File: config.mk
export PLATFORM = sky130hd
export DESIGN_NAME = regfile_sb_flat
export DESIGN_NICKNAME = d
export VERILOG_FILES = /design/src/rtl/regfile_sb_if.sv /design/src/rtl/regfile_sb.sv /design/src/flat_wrapper.sv
export SDC_FILE = /design/constraint.sdc
export NUM_CORES = 1
export LEC_CHECK = 0
export CAP_MARGIN = 15
export CORE_AREA = 2 2 149 151
export DETAILED_ROUTE_END_ITERATION = 12
export DIE_AREA = 0 0 151 153
export PLACE_DENSITY = 0.66
export SLEW_MARGIN = 0
export SYNTH_ARGS = -nofsm -noshare
export SYNTH_HDL_FRONTEND = slang
export SYNTH_SLANG_ARGS = --single-unit
File: constraint.sdc
create_clock -name clk -period 6.4 [get_ports clk]
set_input_delay 0.64 -clock clk [delete_from_list [all_inputs] [get_ports clk]]
set_output_delay 0.64 -clock clk [all_outputs]
set_load 0.1 [all_outputs]
File: src/rtl/regfile_sb_if.sv
// Register file bus: write, reserve and dual-read signals grouped for regfile_sb.
// The controller side uses the master modport and the register file uses the slave modport.
interface regfile_sb_if #(
    parameter int W  = 16,
    parameter int AW = 3
);
    logic [W-1:0]  data_in;
    logic [AW-1:0] writenum;
    logic          write;
    logic          reserve;
    logic [AW-1:0] reservenum;
    logic [AW-1:0] readnum_a;
    logic [AW-1:0] readnum_b;
    logic [W-1:0]  data_out_a;
    logic [W-1:0]  data_out_b;
    logic          busy_a;
    logic          busy_b;
    logic [AW:0]   busy_count;

    modport master (
        output data_in, writenum, write, reserve, reservenum, readnum_a, readnum_b,
        input  data_out_a, data_out_b, busy_a, busy_b, busy_count
    );

    modport slave (
        input  data_in, writenum, write, reserve, reservenum, readnum_a, readnum_b,
        output data_out_a, data_out_b, busy_a, busy_b, busy_count
    );
endinterface

File: src/rtl/regfile_sb.sv
// Parametrised register file with two combinational read ports, optional
// write-to-read bypass, a per-register busy scoreboard and an optional
// hardwired-zero R0. Reset is synchronous and active-low.
module regfile_sb #(
    parameter int W       = 16,
    parameter int AW      = 3,
    parameter int BYPASS  = 1,
    parameter int ZERO_R0 = 0
) (
    input  logic          clk,
    input  logic          rst_n,
    regfile_sb_if.slave   bus
);
    localparam int N      = 2 ** AW;
    localparam bit BYP_EN = (BYPASS != 0);
    localparam bit ZR0_EN = (ZERO_R0 != 0);

    logic [W-1:0]  regs [N];
    logic [N-1:0]  busy;
    logic [N-1:0]  busy_next;
    logic [AW:0]   busy_count_q;
    logic [AW:0]   count_next;
    logic          write_en;
    logic          reserve_en;
    logic          hit_a;
    logic          hit_b;
    logic          zero_a;
    logic          zero_b;

    // Writes and reservations aimed at a hardwired-zero R0 are dropped here,
    // so R0 can never hold data or become busy.
    always_comb begin
        write_en   = bus.write;
        reserve_en = bus.reserve;
        if (ZR0_EN && (bus.writenum == '0)) begin
            write_en = 1'b0;
        end
        if (ZR0_EN && (bus.reservenum == '0)) begin
            reserve_en = 1'b0;
        end
    end

    // Next busy vector: writeback clears, then reserve sets, so a same-index
    // reserve wins because a new producer has been issued.
    always_comb begin
        busy_next = busy;
        if (write_en) begin
            busy_next[bus.writenum] = 1'b0;
        end
        if (reserve_en) begin
            busy_next[bus.reservenum] = 1'b1;
        end
    end

    // Population count of the updated busy vector, registered below.
    always_comb begin
        count_next = '0;
        for (int i = 0; i < N; i++) begin
            count_next = count_next + (AW+1)'(busy_next[i]);
        end
    end

    // Storage, scoreboard and count update; reset overrides write and reserve.
    always_ff @(posedge clk) begin
        if (!rst_n) begin
            for (int i = 0; i < N; i++) begin
                regs[i] <= '0;
            end
            busy         <= '0;
            busy_count_q <= '0;
        end else begin
            if (write_en) begin
                regs[bus.writenum] <= bus.data_in;
            end
            busy         <= busy_next;
            busy_count_q <= count_next;
        end
    end

    // Read-port qualifiers: hardwired-zero detection and bypass hit per port.
    always_comb begin
        zero_a = ZR0_EN && (bus.readnum_a == '0);
        zero_b = ZR0_EN && (bus.readnum_b == '0);
        hit_a  = BYP_EN && bus.write && (bus.writenum == bus.readnum_a) && !zero_a;
        hit_b  = BYP_EN && bus.write && (bus.writenum == bus.readnum_b) && !zero_b;
    end

    // Port A read: zero for hardwired R0, forwarded write data on a bypass hit.
    always_comb begin
        bus.data_out_a = regs[bus.readnum_a];
        bus.busy_a     = busy[bus.readnum_a];
        if (zero_a) begin
            bus.data_out_a = '0;
            bus.busy_a     = 1'b0;
        end else if (hit_a) begin
            bus.data_out_a = bus.data_in;
            bus.busy_a     = 1'b0;
        end
    end

    // Port B read: identical to port A so both ports agree on a shared index.
    always_comb begin
        bus.data_out_b = regs[bus.readnum_b];
        bus.busy_b     = busy[bus.readnum_b];
        if (zero_b) begin
            bus.data_out_b = '0;
            bus.busy_b     = 1'b0;
        end else if (hit_b) begin
            bus.data_out_b = bus.data_in;
            bus.busy_b     = 1'b0;
        end
    end

    assign bus.busy_count = busy_count_q;
endmodule

File: src/flat_wrapper.sv
// flat-port wrapper written by rule: the top's interface ports become plain ports
module regfile_sb_flat 
#(
    parameter int W       = 16,
    parameter int AW      = 3,
    parameter int BYPASS  = 1,
    parameter int ZERO_R0 = 0
)
  (clk, rst_n, bus_data_in, bus_writenum, bus_write, bus_reserve, bus_reservenum, bus_readnum_a, bus_readnum_b, bus_data_out_a, bus_data_out_b, bus_busy_a, bus_busy_b, bus_busy_count);
  regfile_sb_if #(.W(W), .AW(AW)) bus_i ();
  input  logic clk;
  input  logic rst_n;
  input wire logic [$bits(bus_i.data_in)-1:0] bus_data_in;
  input wire logic [$bits(bus_i.writenum)-1:0] bus_writenum;
  input wire logic [$bits(bus_i.write)-1:0] bus_write;
  input wire logic [$bits(bus_i.reserve)-1:0] bus_reserve;
  input wire logic [$bits(bus_i.reservenum)-1:0] bus_reservenum;
  input wire logic [$bits(bus_i.readnum_a)-1:0] bus_readnum_a;
  input wire logic [$bits(bus_i.readnum_b)-1:0] bus_readnum_b;
  output wire logic [$bits(bus_i.data_out_a)-1:0] bus_data_out_a;
  output wire logic [$bits(bus_i.data_out_b)-1:0] bus_data_out_b;
  output wire logic [$bits(bus_i.busy_a)-1:0] bus_busy_a;
  output wire logic [$bits(bus_i.busy_b)-1:0] bus_busy_b;
  output wire logic [$bits(bus_i.busy_count)-1:0] bus_busy_count;
  assign bus_i.data_in = bus_data_in;
  assign bus_i.writenum = bus_writenum;
  assign bus_i.write = bus_write;
  assign bus_i.reserve = bus_reserve;
  assign bus_i.reservenum = bus_reservenum;
  assign bus_i.readnum_a = bus_readnum_a;
  assign bus_i.readnum_b = bus_readnum_b;
  assign bus_data_out_a = bus_i.data_out_a;
  assign bus_data_out_b = bus_i.data_out_b;
  assign bus_busy_a = bus_i.busy_a;
  assign bus_busy_b = bus_i.busy_b;
  assign bus_busy_count = bus_i.busy_count;
  regfile_sb #(.W(W), .AW(AW), .BYPASS(BYPASS), .ZERO_R0(ZERO_R0)) u_core (.clk(clk), .rst_n(rst_n), .bus(bus_i));
endmodule
==> summary.md <==
| Metric | Value |
|---|---|
| Outcome | `finished clean` |
| Rel. slew slack | `between 20% and 30%` |
| Hold_sp | `u_core.busy[2]` |
| Req. time, crit path | `about 5.8 ns` |
| Synth cell types | `32` |
| Core ar. | `about 21000 um2` |
| CTS hold repair buffers | `0` |
| Die Wd | `around 150 um` |
| # rows | `between 50 and 60` |
| Share of cells above drive strength 1 | `roughly a fifth` |
| CP Max Fanout | `18` |
| Reg area | `between 4000 and 5000 um2` |
| Period utilisation layout | `roughly 72%` |
| DP Worst Slack | `between 1.5 and 2 ns` |
| Synth Area in Compound Gates | `under 10%` |
| Setup ws final | `between 1.5 and 2 ns` |
| Post-synthesis mux area share | `a little under a third` |
| Buf/Inv on CP | `3` |
| Commonest non-fill, non-tap cells in the layout | `and2_1 (134), edfxtp_1 (128), mux4_1 (68)` |
| DRT iter0 DRCs | `386` |
| Global-route usage over all layers | `between 10% and 20%` |
| Power Density | `around 270 nW/um2` |
| Routed vias/inst | `about 5.7` |
| Hold Path Sink | `u_core.busy[2]` |
| Met1 layer usage reported by global route | `approximately 23%` |
| DRC violations left | `0` |
| Initial antenna violation count | `1` |
| GR peak layer | `met2` |
| Worst setup path class | `input pin to primary output` |
| Met2 Usage GRT | `roughly a third` |
| Port bufs | `69` |
| Crit path DAT | `3.99 ns` |
| Congestion Overflow GR | `0` |
| Worst min path class | `flop to flop` |
| DR WL/cell | `23.65 um` |
| Yosys warning total | `0` |
| Fin crit period | `between 4 and 5 ns` |
| RSZ-0062 raised after global routing | `no` |
| Final Hold Vio Count | `0` |
| # fillers | `between 1500 and 2000` |
| CP max stage delay | `approximately 1.1 ns` |
| Post-Synth Simple-Gate Area | `13.07%` |
| Pin count of the biggest net entering global routing | `35` |
| Least-Margin Pin Slew | `about 1.1 ns` |
| CTS Buf Count | `17` |
| Initial core utilization | `roughly 39%` |
| Crit-path slowest cell | `clkdlybuf4s50_1` |
| Vias in the first global route | `between 5000 and 6000` |
| Seq cells post-synth | `140` |
| Vias | `around 5000` |
| First-pass GRT wire length | `approximately 31000 um` |
| Final setup vio count | `0` |
| Num Clock Sinks | `between 100 and 150` |
| R2r worst-path depth | `10` |
| Post-CTS sizing | `0` |
| Worst hold margin | `~0.57 ns` |
| Post-Route Setup TNS | `0 ns` |
| Most common cell after layout, fill and taps aside | `and2_1` |
| N_diodes | `0` |
| Postcts setup bufs | `0` |
| CP Capture Type | `primary output` |
| GR Util met3 | `about 3.8%` |
| Max-cap viol count | `0` |
| Reg clk slew, reported paths | `0.06 ns` |
| CTS H-tree lvls | `4` |
| Largest family of logic cells by synthesized area | `multiplexers` |
| Die H | `between 150 and 200 um` |
| Io pins | `70` |
| P&R area growth vs syn | `17.76%` |
| Peak supply drop | `just under 200 uV` |
| Peak Freq | `0.2159 GHz` |
| Synth Area in Adders | `1.420%` |
| Post-route ant nets | `0` |
| Worst hold stages | `2` |
| Cell Chain, Critical Path | `clkdlybuf4s50_1, buf_4, xnor2_1, nand4_2, mux2_2, clkdlybuf4s50_1` |
| Fin nets | `~630` |
| Multi-input logic area | `about 4000 um2` |
| Register area share after synthesis | `49.31%` |
| Total Routed Length | `~21000 um` |
| Syn avg cell area | `about 16 um2` |
| Die area | `23100 um2` |
| Mapped Nets | `about 560` |
| 1st-pass router iterations | `5` |
| Slew Limit Fails | `0` |
| P_leak | `roughly 0.0037 uW` |
| Gate Count Post-Synth | `between 500 and 600` |
| Bufs on Longest Clock Path | `2` |
| Clk_skew | `0.003791 ns` |
| Final Wtd Congestion | `roughly 0.84` |
| Xor-xnor portion of the synthesized cell area | `less than 1%` |
| Cell family with the largest share of critical-path delay | `buffers and inverters` |
| Worst reg2reg path startpoint | `u_core.busy[0]` |
| Cell Area, Synth | `roughly 8300 um2` |
| CP most frequent cell | `clkdlybuf4s50_1` |
| TritonCTS clock tree | `yes` |
| Clk_lat worst skew | `roughly 0.42 ns` |
| R2r setup slk | `3.27 ns` |
| Root buffer cell | `clkbuf_16` |
| RR Endpoint | `u_core.bus.busy_count[1]` |
| CP Launch Type | `input pin` |
| Hpwl dp | `12350 um` |
-- Yosys cell counts (all sizes together) --
library cell	n	area share [%]
nand2	13	0.59
nand4b	1	0.11
nand3b	1	0.091
buf	16	1.9
mux4	68	22
a32o	2	0.24
o21ai	6	0.36
a21oi	1	0.060
or4b	1	0.12
a2bb2oi	2	0.21
and2	134	10
edfxtp	128	46
nor3	2	0.12
nor2b	3	0.23
nor2	8	0.36
ha	3	0.45
or2	4	0.30
inv	6	0.27
nand2b	6	0.45
clkbuf	20	0.91
mux2	66	9.4
dfxtp	12	2.9
o31ai	2	0.18
a21boi	4	0.36
nand4	3	0.38
nand4bb	1	0.14
fa	4	0.97
xnor2	7	0.74
nand3	1	0.060
-- worst max path at each step --
stage,from,endpoint,slack (ns),cells past startpoint
floorplan,bus_write,u_core.bus.busy_count[1],2.32,12
global placement,bus_writenum[0],u_core.bus.busy_count[1],1.64,12
detailed placement,bus_writenum[0],u_core.bus.busy_count[1],1.55,12
CTS,bus_readnum_a[2],bus_data_out_a[4],1.76,6
global route,bus_writenum[1],bus_data_out_b[15],1.61,5
finish,bus_readnum_a[2],bus_data_out_a[5],1.77,6
-- cell type report --
class | instances | share of cell area [%]
Inverter | 6 | 0.2309
Multi-Input combinational cell | 343 | 40.51
Clock buffer | 20 | 4.682
Timing Repair Buffer | 87 | 8.363
Tap cell | 280 | 3.592
Sequential cell | 140 | 41.87
Clock inverter | 12 | 0.7568
-- where the power goes --
part	total [uW]	switching [uW]	internal [uW]
Combinational	645	423	222
Sequential	1080	24.6	1060
Clock	885	375	510
-- registers in the layout, indices dropped and copies added, names as in the netlist --
| register | flops |
|---|---|
| u_core.bus.busy_count | 4 |
| u_core.busy | 8 |
| u_core.regs | 128 |
-- through the flow --
step                      util (%)  cell area [um2]  cells  total power, uW
after floorplan                  -             8283    525             1583
after global placement       42.93             9224    856             1738
after detailed placement     42.93             9224    856             1749
after CTS                    45.40             9754    888             2622
after global routing         45.40             9754    888             2688
final                        45.40             9754    888             2614
-- cells by family (layout without fill, tap and decap cells) --
logic type,Yosys count,count (layout)
XOR/XNOR,7,7
multiplexers,134,134
flip-flops,140,140
AND/OR/NAND/NOR,178,178
buffers and inverters,42,125
AO/OA/AOI/OAI,17,17
adder cells (fa/ha/maj),7,7
-- layer usage --
layer,vias to the layer above,share of wire (%)
met5,-,0.052
met4,2,2.7
met3,44,5.0
met2,162,51
met1,2641,41
li1,2207,-
-- worst min-delay path: cells and delay by family (launching register included) --
kind	cells	cell delay [ns]
AOI/OAI and AO/OA	2	0.20
DFF	1	0.32
No activity file was read; power rests on OpenSTA's default activity.
==> variant (same settings) <==
`W` is set to 16 in 3 places; all go to 32.
--- a/src/rtl/regfile_sb_if.sv
+++ b/src/rtl/regfile_sb_if.sv
@@ -1,7 +1,7 @@
 // Register file bus: write, reserve and dual-read signals grouped for regfile_sb.
 // The controller side uses the master modport and the register file uses the slave modport.
 interface regfile_sb_if #(
-    parameter int W  = 16,
+    parameter int W  = 32,
     parameter int AW = 3
 );
     logic [W-1:0]  data_in;
--- a/src/rtl/regfile_sb.sv
+++ b/src/rtl/regfile_sb.sv
@@ -2,7 +2,7 @@
 // write-to-read bypass, a per-register busy scoreboard and an optional
 // hardwired-zero R0. Reset is synchronous and active-low.
 module regfile_sb #(
-    parameter int W       = 16,
+    parameter int W       = 32,
     parameter int AW      = 3,
     parameter int BYPASS  = 1,
     parameter int ZERO_R0 = 0
--- a/src/flat_wrapper.sv
+++ b/src/flat_wrapper.sv
@@ -1,7 +1,7 @@
 // flat-port wrapper written by rule: the top's interface ports become plain ports
 module regfile_sb_flat 
 #(
-    parameter int W       = 16,
+    parameter int W       = 32,
     parameter int AW      = 3,
     parameter int BYPASS  = 1,
     parameter int ZERO_R0 = 0
Ports: changed (resized bus_data_in, bus_data_out_a and bus_data_out_b); port bits go from 70 to 118. The function was not compared with the original's and may differ.
==> variant against the original RTL <==
  * Sequential power rose by 94%
  * Area after synthesis is 84% higher
  * Final area is 79% higher
  * Power increased by 91%
  * Die area unchanged
  * Worst setup slack better by 0.081 ns
  * Register-to-register slack gained 0.14 ns
  * Via count up 83%
  * Sequential cell count increased by 128
  * Wire length increased by 79%
  * Non-clock buffer count up 51
==> variant: results <==
[outcome]
status = "finished clean"

[synth]
synthTopCellsByCount = "and2_1, edfxtp_1, mux4_2"
ys_warn_count = 0
synth_edf_count = 256
synthTopCellsByArea = "edfxtp_1, mux4_2, and2_1, mux2_2, mux2_4"
synthArstFlopShare = 0
synth_nets = 1002
synth_cell_types = 36
ys_seq_area_frac = 0.520
avgSynthCellArea_um2 = 16.1

[grt]
grt_pass1_wl_mm = 57.8
track_usage = 0.339
grt_start_max_net_pins = 45
antenna_found_initial = 1
grt_pass1_vias = 10044

[clocking]
cts_buffers = 28
cts-htree-levels = 1
post_cts_resized = 0
clk_pin_slew_ns = 0.06
clk_latency_ns = 0.55
clk_path_buf_depth = 3

[worst_setup_path]
slowest_delay_ns = 0.98
r2r_slack_ns = 3.41
crit_arrival_ns = 3.91
reg2reg_to = "u_core.bus.busy_count[2]"
timing.rr.start = "u_core.busy[0]"
cp_max_fo = 41
startpoint = "bus_readnum_b[1]"
r2r_cells = 11
crit_path_top_delay_cell = "clkdlybuf4s50_1"

[detailed_routing]
viasPerCell = 6.88
drtIter0Drc = 956
routedWlPerCell_um = 28.0

[layout]
instances_no_fill = 1344
fin_nets = 1096
largest_reg_flops = 256
drive_gt1_frac = 0.315

[timing]
finalClockSkew_ns = 0.00420
slew_headroom = 0.179

[place]
placed_area_um2 = 16600
gp_congestion = 0.825
portBuffers = 117
hpwl_mm = 21.1

[min_path]
min_to = "u_core.busy[4]"
hp-class = "flip-flop to flip-flop"
worstHoldStart = "u_core.busy[4]"

[power_and_ir_drop]
vdd_ir_drop_max_mv = 0.221
p_leak_nw = 6.31
-- variant: cell count changes in the layout (fill, tap and decap cells not counted), moves of 6 or more --
cell / delta
clkdlybuf4s50_1: +44
clkbuf_16: +12
and2_1: +128
nor2_1: -6
nor2_4: +6
mux2_4: +44
mux2_2: +16
mux4_1: -60
edfxtp_1: +128
mux4_2: +124
clkinv_1: +8
-- variant: where the power goes --
group,internal [mW],leakage (nW),switching [mW]
registers,2.04,2.57,0.0597
logic,0.441,3.29,0.810
clock network,0.983,0.452,0.661
-- variant: through the flow --
stage	hold WS, ns	worst slack, ns
2_1_floorplan	0.486	2.35
3_3_place_gp	0.552	1.70
3_5_place_dp	0.536	1.60
4_1_cts	0.554	1.78
5_1_grt	0.584	1.68
6_report	0.570	1.85
-- variant: kinds of logic (layout without fill, tap and decap cells) --
| family | count (synthesis) | in the layout | share of synthesized area |
|---|---|---|---|
| multiplexers | 262 | 262 | 0.306 |
| XOR/XNOR | 7 | 7 | 0.00402 |
| adder cells (fa/ha/maj) | 7 | 7 | 0.00771 |
| other | 0 | 1 | 0 |
| AO/OA/AOI/OAI | 17 | 17 | 0.00771 |
| flip-flops | 268 | 268 | 0.520 |
| AND/OR/NAND/NOR | 306 | 306 | 0.123 |
| buffers and inverters | 80 | 196 | 0.0316 |
-- variant: worst max path at each step --
stage | end | slack (ns) | depth (start not counted)
final | bus_data_out_b[0] | 1.85 | 6
after global routing | bus_data_out_a[31] | 1.68 | 6
after CTS | bus_data_out_a[31] | 1.78 | 6
after detailed placement | u_core.bus.busy_count[2] | 1.60 | 13
after global placement | u_core.bus.busy_count[2] | 1.70 | 13
after floorplan | u_core.bus.busy_count[2] | 2.35 | 13
-- variant: worst min-delay path, delay by kind of cell, from the launching register on --
kind | cells | cell delay (ns)
compound gates | 2 | 0.18
flops | 1 | 0.34
-- variant: layout make-up --
type / instances / area (um^2)
fillers: 1125 / 3980
inverters: 6 / 22.5
diodes: 1 / 2.50
flip-flops and latches: 268 / 7930
clock inverters: 18 / 183
clock buffers: 34 / 744
well taps: 280 / 350
multi-input cells: 599 / 6940
repair buffers: 138 / 1330
-- variant: layer usage --
| layer | part of all wire | track usage | up-vias |
|---|---|---|---|
| met4 | 0.030 | 0.115 | 0 |
| li1 | - | - | 3834 |
| met1 | 0.36 | 0.443 | 4747 |
| met5 | 0 | 0 | - |
| met2 | 0.52 | 0.582 | 551 |
| met3 | 0.093 | 0.0573 | 113 |
